### config.mk
export PLATFORM = sky130hd
export DESIGN_NAME = alu_mul_sequencer
export DESIGN_NICKNAME = d
export VERILOG_FILES = /design/src/rtl/alu_mul_sequencer.sv
export SDC_FILE = /design/constraint.sdc
export NUM_CORES = 1
export LEC_CHECK = 0
export CAP_MARGIN = 10
export CORE_ASPECT_RATIO = 1.4
export CORE_MARGIN = 4
export CORE_UTILIZATION = 40
export DETAILED_ROUTE_END_ITERATION = 6
export PLACE_DENSITY = 0.76
export SLEW_MARGIN = 20
export SYNTH_ARGS = -nofsm -noshare
export SYNTH_HDL_FRONTEND = slang
export SYNTH_SLANG_ARGS = --single-unit
export TNS_END_PERCENT = 50
### constraint.sdc
create_clock -name clock -period 3.17 [get_ports clock]
set_input_delay 0.317 -clock clock [delete_from_list [all_inputs] [get_ports clock]]
set_output_delay 0.317 -clock clock [all_outputs]
set_load 0.05 [all_outputs]
### src/rtl/alu_mul_sequencer.sv
// rtl/alu_mul_sequencer.sv - shift-and-add 64x64 multiply sequencer over the shared LEGv8 ALU
module alu_mul_sequencer #(
    parameter int N       = 64,
    parameter int SHAMT_W = 6
) (
    input  logic         clock,
    input  logic         reset,
    input  logic         start,
    input  logic [N-1:0] op_a,
    input  logic [N-1:0] op_b,
    output logic         busy,
    output logic         done,
    output logic [N-1:0] result,
    output logic         ovf,
    output logic         alu_req,
    input  logic         alu_gnt,
    output logic [N-1:0] alu_A,
    output logic [N-1:0] alu_B,
    output logic [4:0]   alu_FS,
    output logic         alu_C0,
    input  logic [N-1:0] alu_F,
    input  logic [3:0]   alu_status
);

    localparam logic [4:0]   FS_ADD    = 5'b01000;
    localparam logic [4:0]   FS_LSL    = 5'b10000;
    localparam logic [4:0]   FS_LSR    = 5'b10100;
    localparam logic [N-1:0] SHIFT_ONE = {{(N-SHAMT_W){1'b0}}, SHAMT_W'(1)};

    typedef enum logic [2:0] {
        S_IDLE,
        S_ADD,
        S_SHL,
        S_SHR,
        S_DONE
    } state_t;

    state_t       state;
    logic [N-1:0] mcand;
    logic [N-1:0] mplier;
    logic [N-1:0] acc;
    logic         ovf_r;

    // Only the carry and zero flags matter to the multiply.
    logic unused_status;
    assign unused_status = alu_status[3] ^ alu_status[1];

    always_comb begin
        alu_req = 1'b0;
        alu_A   = '0;
        alu_B   = '0;
        alu_FS  = 5'b00000;
        alu_C0  = 1'b0;
        case (state)
            S_ADD: begin
                alu_req = 1'b1;
                alu_A   = acc;
                alu_B   = mcand;
                alu_FS  = FS_ADD;
            end
            S_SHL: begin
                alu_req = 1'b1;
                alu_A   = mcand;
                alu_B   = SHIFT_ONE;
                alu_FS  = FS_LSL;
            end
            S_SHR: begin
                alu_req = 1'b1;
                alu_A   = mplier;
                alu_B   = SHIFT_ONE;
                alu_FS  = FS_LSR;
            end
            default: ;
        endcase
    end

    always_ff @(posedge clock or negedge reset) begin
        if (!reset) begin
            state  <= S_IDLE;
            mcand  <= '0;
            mplier <= '0;
            acc    <= '0;
            ovf_r  <= 1'b0;
            result <= '0;
            ovf    <= 1'b0;
            done   <= 1'b0;
            busy   <= 1'b0;
        end else begin
            case (state)
                S_IDLE: begin
                    done <= 1'b0;
                    if (start) begin
                        mcand  <= op_a;
                        mplier <= op_b;
                        acc    <= '0;
                        ovf_r  <= 1'b0;
                        busy   <= 1'b1;
                        if (op_b == '0) begin
                            state  <= S_DONE;
                            done   <= 1'b1;
                            result <= '0;
                            ovf    <= 1'b0;
                        end else if (op_b[0]) begin
                            state <= S_ADD;
                        end else begin
                            state <= S_SHL;
                        end
                    end
                end
                S_ADD: begin
                    if (alu_gnt) begin
                        acc   <= alu_F;
                        ovf_r <= ovf_r | alu_status[2];
                        state <= S_SHL;
                    end
                end
                S_SHL: begin
                    // A set top bit shifted out only matters if more multiplier bits remain.
                    if (alu_gnt) begin
                        mcand <= alu_F;
                        ovf_r <= ovf_r | (mcand[N-1] & (mplier[N-1:1] != '0));
                        state <= S_SHR;
                    end
                end
                S_SHR: begin
                    if (alu_gnt) begin
                        mplier <= alu_F;
                        if (alu_status[0]) begin
                            state  <= S_DONE;
                            done   <= 1'b1;
                            result <= acc;
                            ovf    <= ovf_r;
                        end else if (alu_F[0]) begin
                            state <= S_ADD;
                        end else begin
                            state <= S_SHL;
                        end
                    end
                end
                S_DONE: begin
                    done  <= 1'b0;
                    busy  <= 1'b0;
                    state <= S_IDLE;
                end
                default: begin
                    done  <= 1'b0;
                    busy  <= 1'b0;
                    state <= S_IDLE;
                end
            endcase
        end
    end

endmodule

; ---- After elaboration in Yosys (flattened, before gate mapping)
; Cells that the tools add are included.
[totals]
regBits = 263
inputBits = 200
word_cells = 82
[op_classes]
n_eq_ne = 9
n_mux = 41
n_bitwise = 5
n_reduce_logical = 18
[op_table]
columns = cell, count
row1 = $pmux W64 S2, 5
row2 = $mux W64, 8
row3 = $pmux W64 S3, 1
row4 = $logic_not A64 Y1, 1
row5 = $reduce_bool A63 Y1, 1
row6 = $mux W3, 6
row7 = $pmux W5 S3, 1
row8 = $mux W1, 13
row9 = $ne A2 B2 Y1 const B, 6
row10 = $pmux W3 S4, 1
row11 = $reduce_and A3 Y1, 4
row12 = $reduce_and A4 Y1, 2
row13 = $eq A3 B2 Y1 const B, 2
row14 = $pmux W1 S3, 2
row15 = $reduce_bool A2 Y1, 3
row16 = $reduce_and A5 Y1, 1
row17 = $mux W2, 2
row18 = $pmux W1 S2, 2
row19 = $reduce_or A2 Y1, 2
row20 = $eq A3 B1 Y1 const B, 1
row21 = $logic_not A3 Y1, 1
row22 = $reduce_bool A3 Y1, 1
row23 = $reduce_or A3 Y1, 1
row24 = $not A1 Y1, 2
row25 = other kinds (3), 4

; ---- Depth between registers and ports, before layout
; Gate-level depths: netlist of the first run.
[logic_depth]
ltp_word = 5
ltp_mapped = 8
mapped_depth_nobuf = 4

; ---- Worst setup path before layout of the first run
; Ideal clock, no wire load.
[synth_path]
path_kind = register -> output
from = register state[0]
to = output port alu_A[0]
arrival_ps = 1959
setup_slack_ps = 894
path_stages_with_launch = 7
path_buffers = 3
cell_sequence = dfrtp_1 -> buf_2 -> nor2b_1 -> buf_2 -> buf_1 -> a22oi_1 -> nor2_1
[synth_via]
elab_chain_len = 2
elab_cells_between_ends = 4
classes_between = eq/ne (3) / mux (1)
[synth_lines]
columns = item, line_no
row1 = "start, declared", 38  ; state_t state;
row2 = "start signal, assigned", 79  ; state <= S_IDLE;
row3 = "start signal, assigned", 99  ; state <= S_DONE;
row4 = "start signal, assigned", 104  ; state <= S_ADD;
row5 = $eq A3 B2 Y1 / $eq A3 B1 Y1 (equally long branches), 54  ; case (state)
row6 = $pmux W64 S3 (*), 54
row7 = "end, declared", 17  ; output logic [N-1:0] alu_A,
; Mark *: on every way between the ends. The rest lies on a longest branch, timed or not.

; ---- Worst setup path in the final report of the first run
[layout_path]
from = register state[0]
to = output port alu_A[59]
; Same word-level chain as after synthesis.

==> results of run 1 <==
## layout by cell type, fill, tap and decap left out, types with 8 or more instances in the layout
master           instances
dfrtp_1                260
mux2_2                  64
clkbuf_16               29
nor4_1                  32
o21ai_1                 66
a22oi_1                129
buf_4                   25
clkdlybuf4s50_1        264
o21ai_0                196
nand4_1                  8
mux2i_1                128
nor2_1                  66
and2_1                  63
nand2_1                324
buf_12                 142
clkbuf_1                10
## critical path, cell delays in order (launching register included)
cell	delay [ns]
dfrtp_4	0.53
buf_4	0.60
mux2_2	0.41
a22oi_1	0.26
nor2_1	0.13
buf_12	0.17
## final timing paths
kind                       startpoint         to  slack [ns]  depth (start not counted)
max in group asynchronous       reset   state[1]        1.98                          3
setup reg to reg             state[2]    acc[42]        0.66                          6
setup / recovery             state[0]  alu_A[59]        0.13                          5
hold reg to reg             mplier[0]  mplier[0]        0.50                          2
min in group clock          alu_F[38]    acc[38]        0.38                          3
hold / removal                  reset  mcand[56]        0.33                          2
## cell families (layout without fill, tap and decap cells)
group           after synthesis  count (layout)  synth area share (%)
mux                         192             192                  14.3
flops                       263             263                  47.1
other cells                   1               5                0.0269
buf+inv                     137             484                  5.29
compound gates              404             404                  16.9
simple gates                512             512                  16.3
## metal layers
| metal | share of wire (%) | global-route usage (%) | vias up |
|---|---|---|---|
| met1 | 38 | 33.6 | 6505 |
| met4 | 5.5 | 12.8 | 4 |
| met5 | 0.026 | 0 | - |
| li1 | - | - | 5954 |
| met3 | 6.7 | 3.81 | 154 |
| met2 | 50 | 47.7 | 673 |
## final cells by class
type / instances / area (sq um)
fillers: 2817 / 13700
multi-input cells: 1111 / 6730
flip-flops and latches: 263 / 6590
repair buffers: 434 / 5730
clock buffers: 43 / 818
well taps: 451 / 564
clock inverters: 5 / 125
inverters: 2 / 7.51
diodes: 2 / 5.00
## state kept, by name (all words and copies together) (netlist names)
register,cells
acc,64
ovf,1
ovf_r,1
done,1
state,3
mplier,64
busy,1
result,64
mcand,64
## per-stage QoR
| stage | total power [mW] | hold WS, ns | util [%] | area (sq um) |
|---|---|---|---|---|
| final | 24.6 | 0.333 | 60.1 | 20600 |
| after global routing | 25.8 | 0.369 | 60.1 | 20600 |
| after CTS | 24.7 | 0.339 | 60.1 | 20600 |
| after detailed placement | 21.2 | 0.315 | 57.3 | 19600 |
| after global placement | 20.9 | 0.317 | 57.2 | 19600 |
| after floorplan | 14.8 | 0.0214 | - | 14000 |
## power breakdown
part / internal [mW] / switching [mW] / leakage [nW]
combinational: 5.77 / 8.84 / 4.82
clock: 2.08 / 1.34 / 0.458
sequential: 5.02 / 1.58 / 3.23
total: 12.9 / 11.8 / 8.51
==> out/results.tsv, run 1 <==
stage	metric	value	unit
run_status	status	finished, final reports clean	
grt	first-pass GRT wire length	82.4	mm
clocking	post-CTS setup buffer count	0	
place	placed insts	2260	
yosys	Yosys warnings	0	
timing	Final Setup Violations	0	
routing	Routed WL	54.4	mm
clocking	hold_buf cts	1	
timing	Setup Total Neg Slack	0	ns
pwr	maximum vdd drop	0.000603	V
floorplan	core area	0.0342	sq mm
floorplan	die area	0.0380	sq mm
yosys	Synth top area share	47.1	%
routing	vias	13300	
yosys	post-synthesis cell area	0.0140	sq mm
place	port bufs	396	
clocking	Max clock buf depth	3	
run	maxcap violations	0	
floorplan	Starting Density	40.8	%
routing	drt drc	0	
pwr	Pwr Density	1200	mW/mm^2
timing	max-slew violations	0	
place	Setup WS pre-CTS	0.265	ns
layout	fraction of layout cells with a size suffix above 1	15.5	%
timing	final worst slack	0.130	ns
layout	Area Growth Syn to Fin	47.3	%
timing	Slew HR	32.1	%
timing	worst slew pin tran	1.02	ns
yosys	register bit count reported by yosys	263	
clocking	cts bufs inserted	28	
timing	worst clock skew	0.0165	ns
routing	final antenna-violating net count	0	
timing	final worst path period share	95.9	%
layout	Post-Layout Cell Count	2311	
place	Final Wtd Congestion	0.883	
grt	vias in the first global route	13300	
timing	RSZ-0062 raised after global routing	no	
routing	post-DR vias/cell	5.75	
grt	grt ovf	0	
hold_path	Worst Hold Class	input pin to async pin	
yosys	Synth Instances	1509	
yosys	ys flop type	dfrtp_1	
critical_path	crit path capture type	output pin	
yosys	top cells by area, synth	dfrtp_1 (47%), mux2i_1 (9.2%), nand2_1 (8.7%)	
routing	drt first pass iters	5	
floorplan	die height	229	microns
yosys	top-count cell post-synth	nand2_1	
yosys	count of flip-flops with a built-in enable after synthesis	0	
clocking	CTS tree	done	
critical_path	Crit path arrival time	2.72	ns
yosys	ys async rst share	100	%
routing	routed len/inst	23.6	microns
clocking	CTS root buffer	clkbuf_16	
clocking	clock latency on the worst-skew pair	0.55	ns
grt	gr usage total	27.4	%
yosys	commonest cells in the netlist	nand2_1 (324), dfrtp_1 (263), o21ai_0 (196)	
clocking	CTS sink count	263	
timing	Hold Fails Final Rpt	0	
routing	initial DRC count	1051	
yosys	largest area contributor in the netlist	dfrtp_1	
critical_path	CP Class	flip-flop to output pin	
critical_path	Worst EP required	2.85	ns
timing	fmax	329	MHz
grt	largest net degree at the start of global routing	129	
critical_path	crit path launch type	flip-flop	
pwr	Pleak	8.51	nW
floorplan	I/O Pins	402	
timing	minimum clock period	3.04	ns
grt	initial antenna violation count	4	
floorplan	Die W	166	microns
layout	nets@finish	2040	
yosys	Mapped Avg Cell Area	9.25	sq um
yosys	Seq/Total Area, Yosys	47.1	%
clocking	PostCTS Resize Cnt	0	
floorplan	FP Rows	80	
clocking	clock transition at the registers of the reported paths	0.06	ns
clocking	H-tree levels	1	
critical_path	crit-path max FO	45	
place	HPWL Detailed	38.0	mm
yosys	Distinct cells, synth	43	
(Power assumes the default switching activity.)
==> run 2, diff against run 1 <==
--- a/config.mk
+++ b/config.mk
@@ -6,11 +6,13 @@
 export NUM_CORES = 1
 export LEC_CHECK = 0
 export CAP_MARGIN = 10
+export CELL_PAD_IN_SITES_DETAIL_PLACEMENT = 0
+export CELL_PAD_IN_SITES_GLOBAL_PLACEMENT = 1
 export CORE_ASPECT_RATIO = 1.4
 export CORE_MARGIN = 4
-export CORE_UTILIZATION = 40
+export CORE_UTILIZATION = 39
 export DETAILED_ROUTE_END_ITERATION = 6
-export PLACE_DENSITY = 0.76
+export PLACE_DENSITY = 0.94
 export SLEW_MARGIN = 20
 export SYNTH_ARGS = -nofsm -noshare
 export SYNTH_HDL_FRONTEND = slang
==> constraint.sdc (replaced) <==
create_clock -name clock -period 3.17 [get_ports clock]
set_input_delay 0.634 -clock clock [delete_from_list [all_inputs] [get_ports clock]]
set_output_delay 0.634 -clock clock [all_outputs]
set_load 0.05 [all_outputs]
==> out/results.tsv, run 2 (synthesized netlist as in run 1, its figures left out) <==
stage	metric	value	unit	change
grt	largest net degree at the start of global routing	129		unchanged
layout	fraction of layout cells with a size suffix above 1	16.1	%	was 15.5%
clocking	clock transition at the registers of the reported paths	0.07	ns	was 0.06 ns
routing	drt drc	0		unchanged
clocking	CTS sink count	263		unchanged
timing	Hold Fails Final Rpt	0		unchanged
critical_path	crit-path max FO	71		was 45
timing	Hold Slack	0.141	ns	was 0.333 ns
clocking	Max clock buf depth	3		unchanged
floorplan	die area	0.0389	sq mm	was 0.0380 sq mm
grt	grt ovf	0		unchanged
layout	filler cell count	2864		was 2817
critical_path	CP Class	flip-flop to output pin		unchanged
timing	fmax	329	MHz	about the same
timing	minimum clock period	3.04	ns	about the same
timing	max-slew violations	0		unchanged
clocking	cts bufs inserted	28		unchanged
routing	routed len/inst	23.6	microns	about the same
floorplan	die height	232	microns	was 229 microns
clocking	post-CTS setup buffer count	0		unchanged
critical_path	largest stage delay on the critical path	0.66	ns	was 0.60 ns
critical_path	Worst EP required	2.54	ns	was 2.85 ns
clocking	PostCTS Resize Cnt	0		unchanged
critical_path	family with the most delay on the worst path	flip-flops		was buffers and inverters
pwr	maximum vdd drop	0.000720	V	was 0.000603 V
floorplan	core area	0.0352	sq mm	was 0.0342 sq mm
place	port bufs	396		unchanged
layout	nets@finish	2040		unchanged
layout	leading cell type in the layout, fill and taps excluded	nand2_1		unchanged
routing	drt first pass iters	5		unchanged
grt	first-pass GRT wire length	82.9	mm	was 82.4 mm
timing	worst clock skew	0.0148	ns	was 0.0165 ns
grt	initial antenna violation count	3		was 4
critical_path	CP Buf/Inv Count	2		unchanged
timing	Final Setup Violations	0		unchanged
floorplan	Starting Density	39.7	%	was 40.8%
timing	final worst slack	0.133	ns	was 0.130 ns
timing	RSZ-0062 raised after global routing	no		unchanged
place	Final Wtd Congestion	0.868		was 0.883
routing	Routed WL	54.8	mm	was 54.4 mm
pwr	Pleak	8.55	nW	was 8.51 nW
floorplan	Die W	168	microns	was 166 microns
timing	worst slew pin tran	0.972	ns	was 1.02 ns
routing	initial DRC count	1001		was 1051
run_status	status	finished, final reports clean		unchanged
clocking	CTS root buffer	clkbuf_16		unchanged
floorplan	I/O Pins	402		unchanged
critical_path	crit path capture type	output pin		unchanged
routing	final antenna-violating net count	0		unchanged
routing	vias	13200		was 13300
critical_path	Crit path arrival time	2.40	ns	was 2.72 ns
timing	Slew HR	35.2	%	was 32.1%
routing	post-DR vias/cell	5.68		was 5.75
clocking	hold_buf cts	0		was 1
clocking	H-tree levels	1		unchanged
critical_path	crit path launch type	flip-flop		unchanged
clocking	CTS tree	done		unchanged
layout	commonest non-fill, non-tap cells in the layout	nand2_1 (324), clkdlybuf4s50_1 (263), dfrtp_1 (260)		was nand2_1 (324), clkdlybuf4s50_1 (264), dfrtp_1 (260)
place	Setup WS pre-CTS	-0.0147	ns	was 0.265 ns
timing	final worst path period share	95.8	%	was 95.9%
grt	gr usage total	27.1	%	was 27.4%
grt	vias in the first global route	13400		was 13300
layout	Area Growth Syn to Fin	47.8	%	was 47.3%
critical_path	crit-path cells	nor3b_4, buf_12, and2_1, buf_12		was buf_4, mux2_2, a22oi_1, nor2_1, buf_12
place	HPWL Detailed	38.1	mm	was 38.0 mm
pwr	Pwr Density	1190	mW/mm^2	was 1200 mW/mm^2
hold_path	Worst Hold Class	input pin to async pin		unchanged
run	maxcap violations	0		unchanged
clocking	clock latency on the worst-skew pair	0.55	ns	about the same
critical_path	cell at the slowest stage of the critical path	dfrtp_4		was buf_4
critical_path	most frequent CP cell	buf_12		
floorplan	FP Rows	81		was 80
-- run 2: per-layer routing --
layer	track usage [%]	wire length, microns
met4	11.0	2310
met2	48.0	28300
met1	32.9	20500
met3	3.92	3630
met5	0	0
-- run 2: final cells by class --
cell class	instances	area, sq um	area share, %
multi-input combinational	1111	6730	32.6
sequential	263	6590	31.9
timing repair buffer	434	5740	27.8
clock buffer	38	820	3.97
tap	456	571	2.76
clock inverter	13	170	0.824
antenna	4	10.0	0.0485
inverter	2	7.51	0.0364
-- run 2: where the power goes --
part           switching (mW)  internal, mW  leakage (nW)
clock                    1.41          2.13         0.488
combinational            8.85          5.72          4.83
sequential               1.54          5.02          3.23
total                    11.8          12.9          8.55
-- run 2: path summary, 6_finish.rpt --
path	startpoint	to	cells after the start	slack [ns]
hold reg to reg	mplier[0]	mplier[0]	2	0.49
setup / recovery	state[2]	alu_B[40]	4	0.13
max in group asynchronous	reset	mcand[60]	2	2.20
setup reg to reg	state[1]	mplier[41]	6	0.55
hold / removal	reset	result[20]	1	0.14
min in group clock	mplier[0]	mplier[0]	2	0.49
-- run 2: metrics by stage --
step                util [%]  std cells  power, mW  area, sq um  TNS (ns)
global route            58.7       2320       25.9        20600         0
detailed placement      55.8       2266       21.1        19600    -0.103
global placement        55.8       2266       20.8        19600         0
finish                  58.7       2321       24.7        20600         0
CTS                     58.7       2317       24.8        20600         0
floorplan                  -       1511       14.8        14000         0
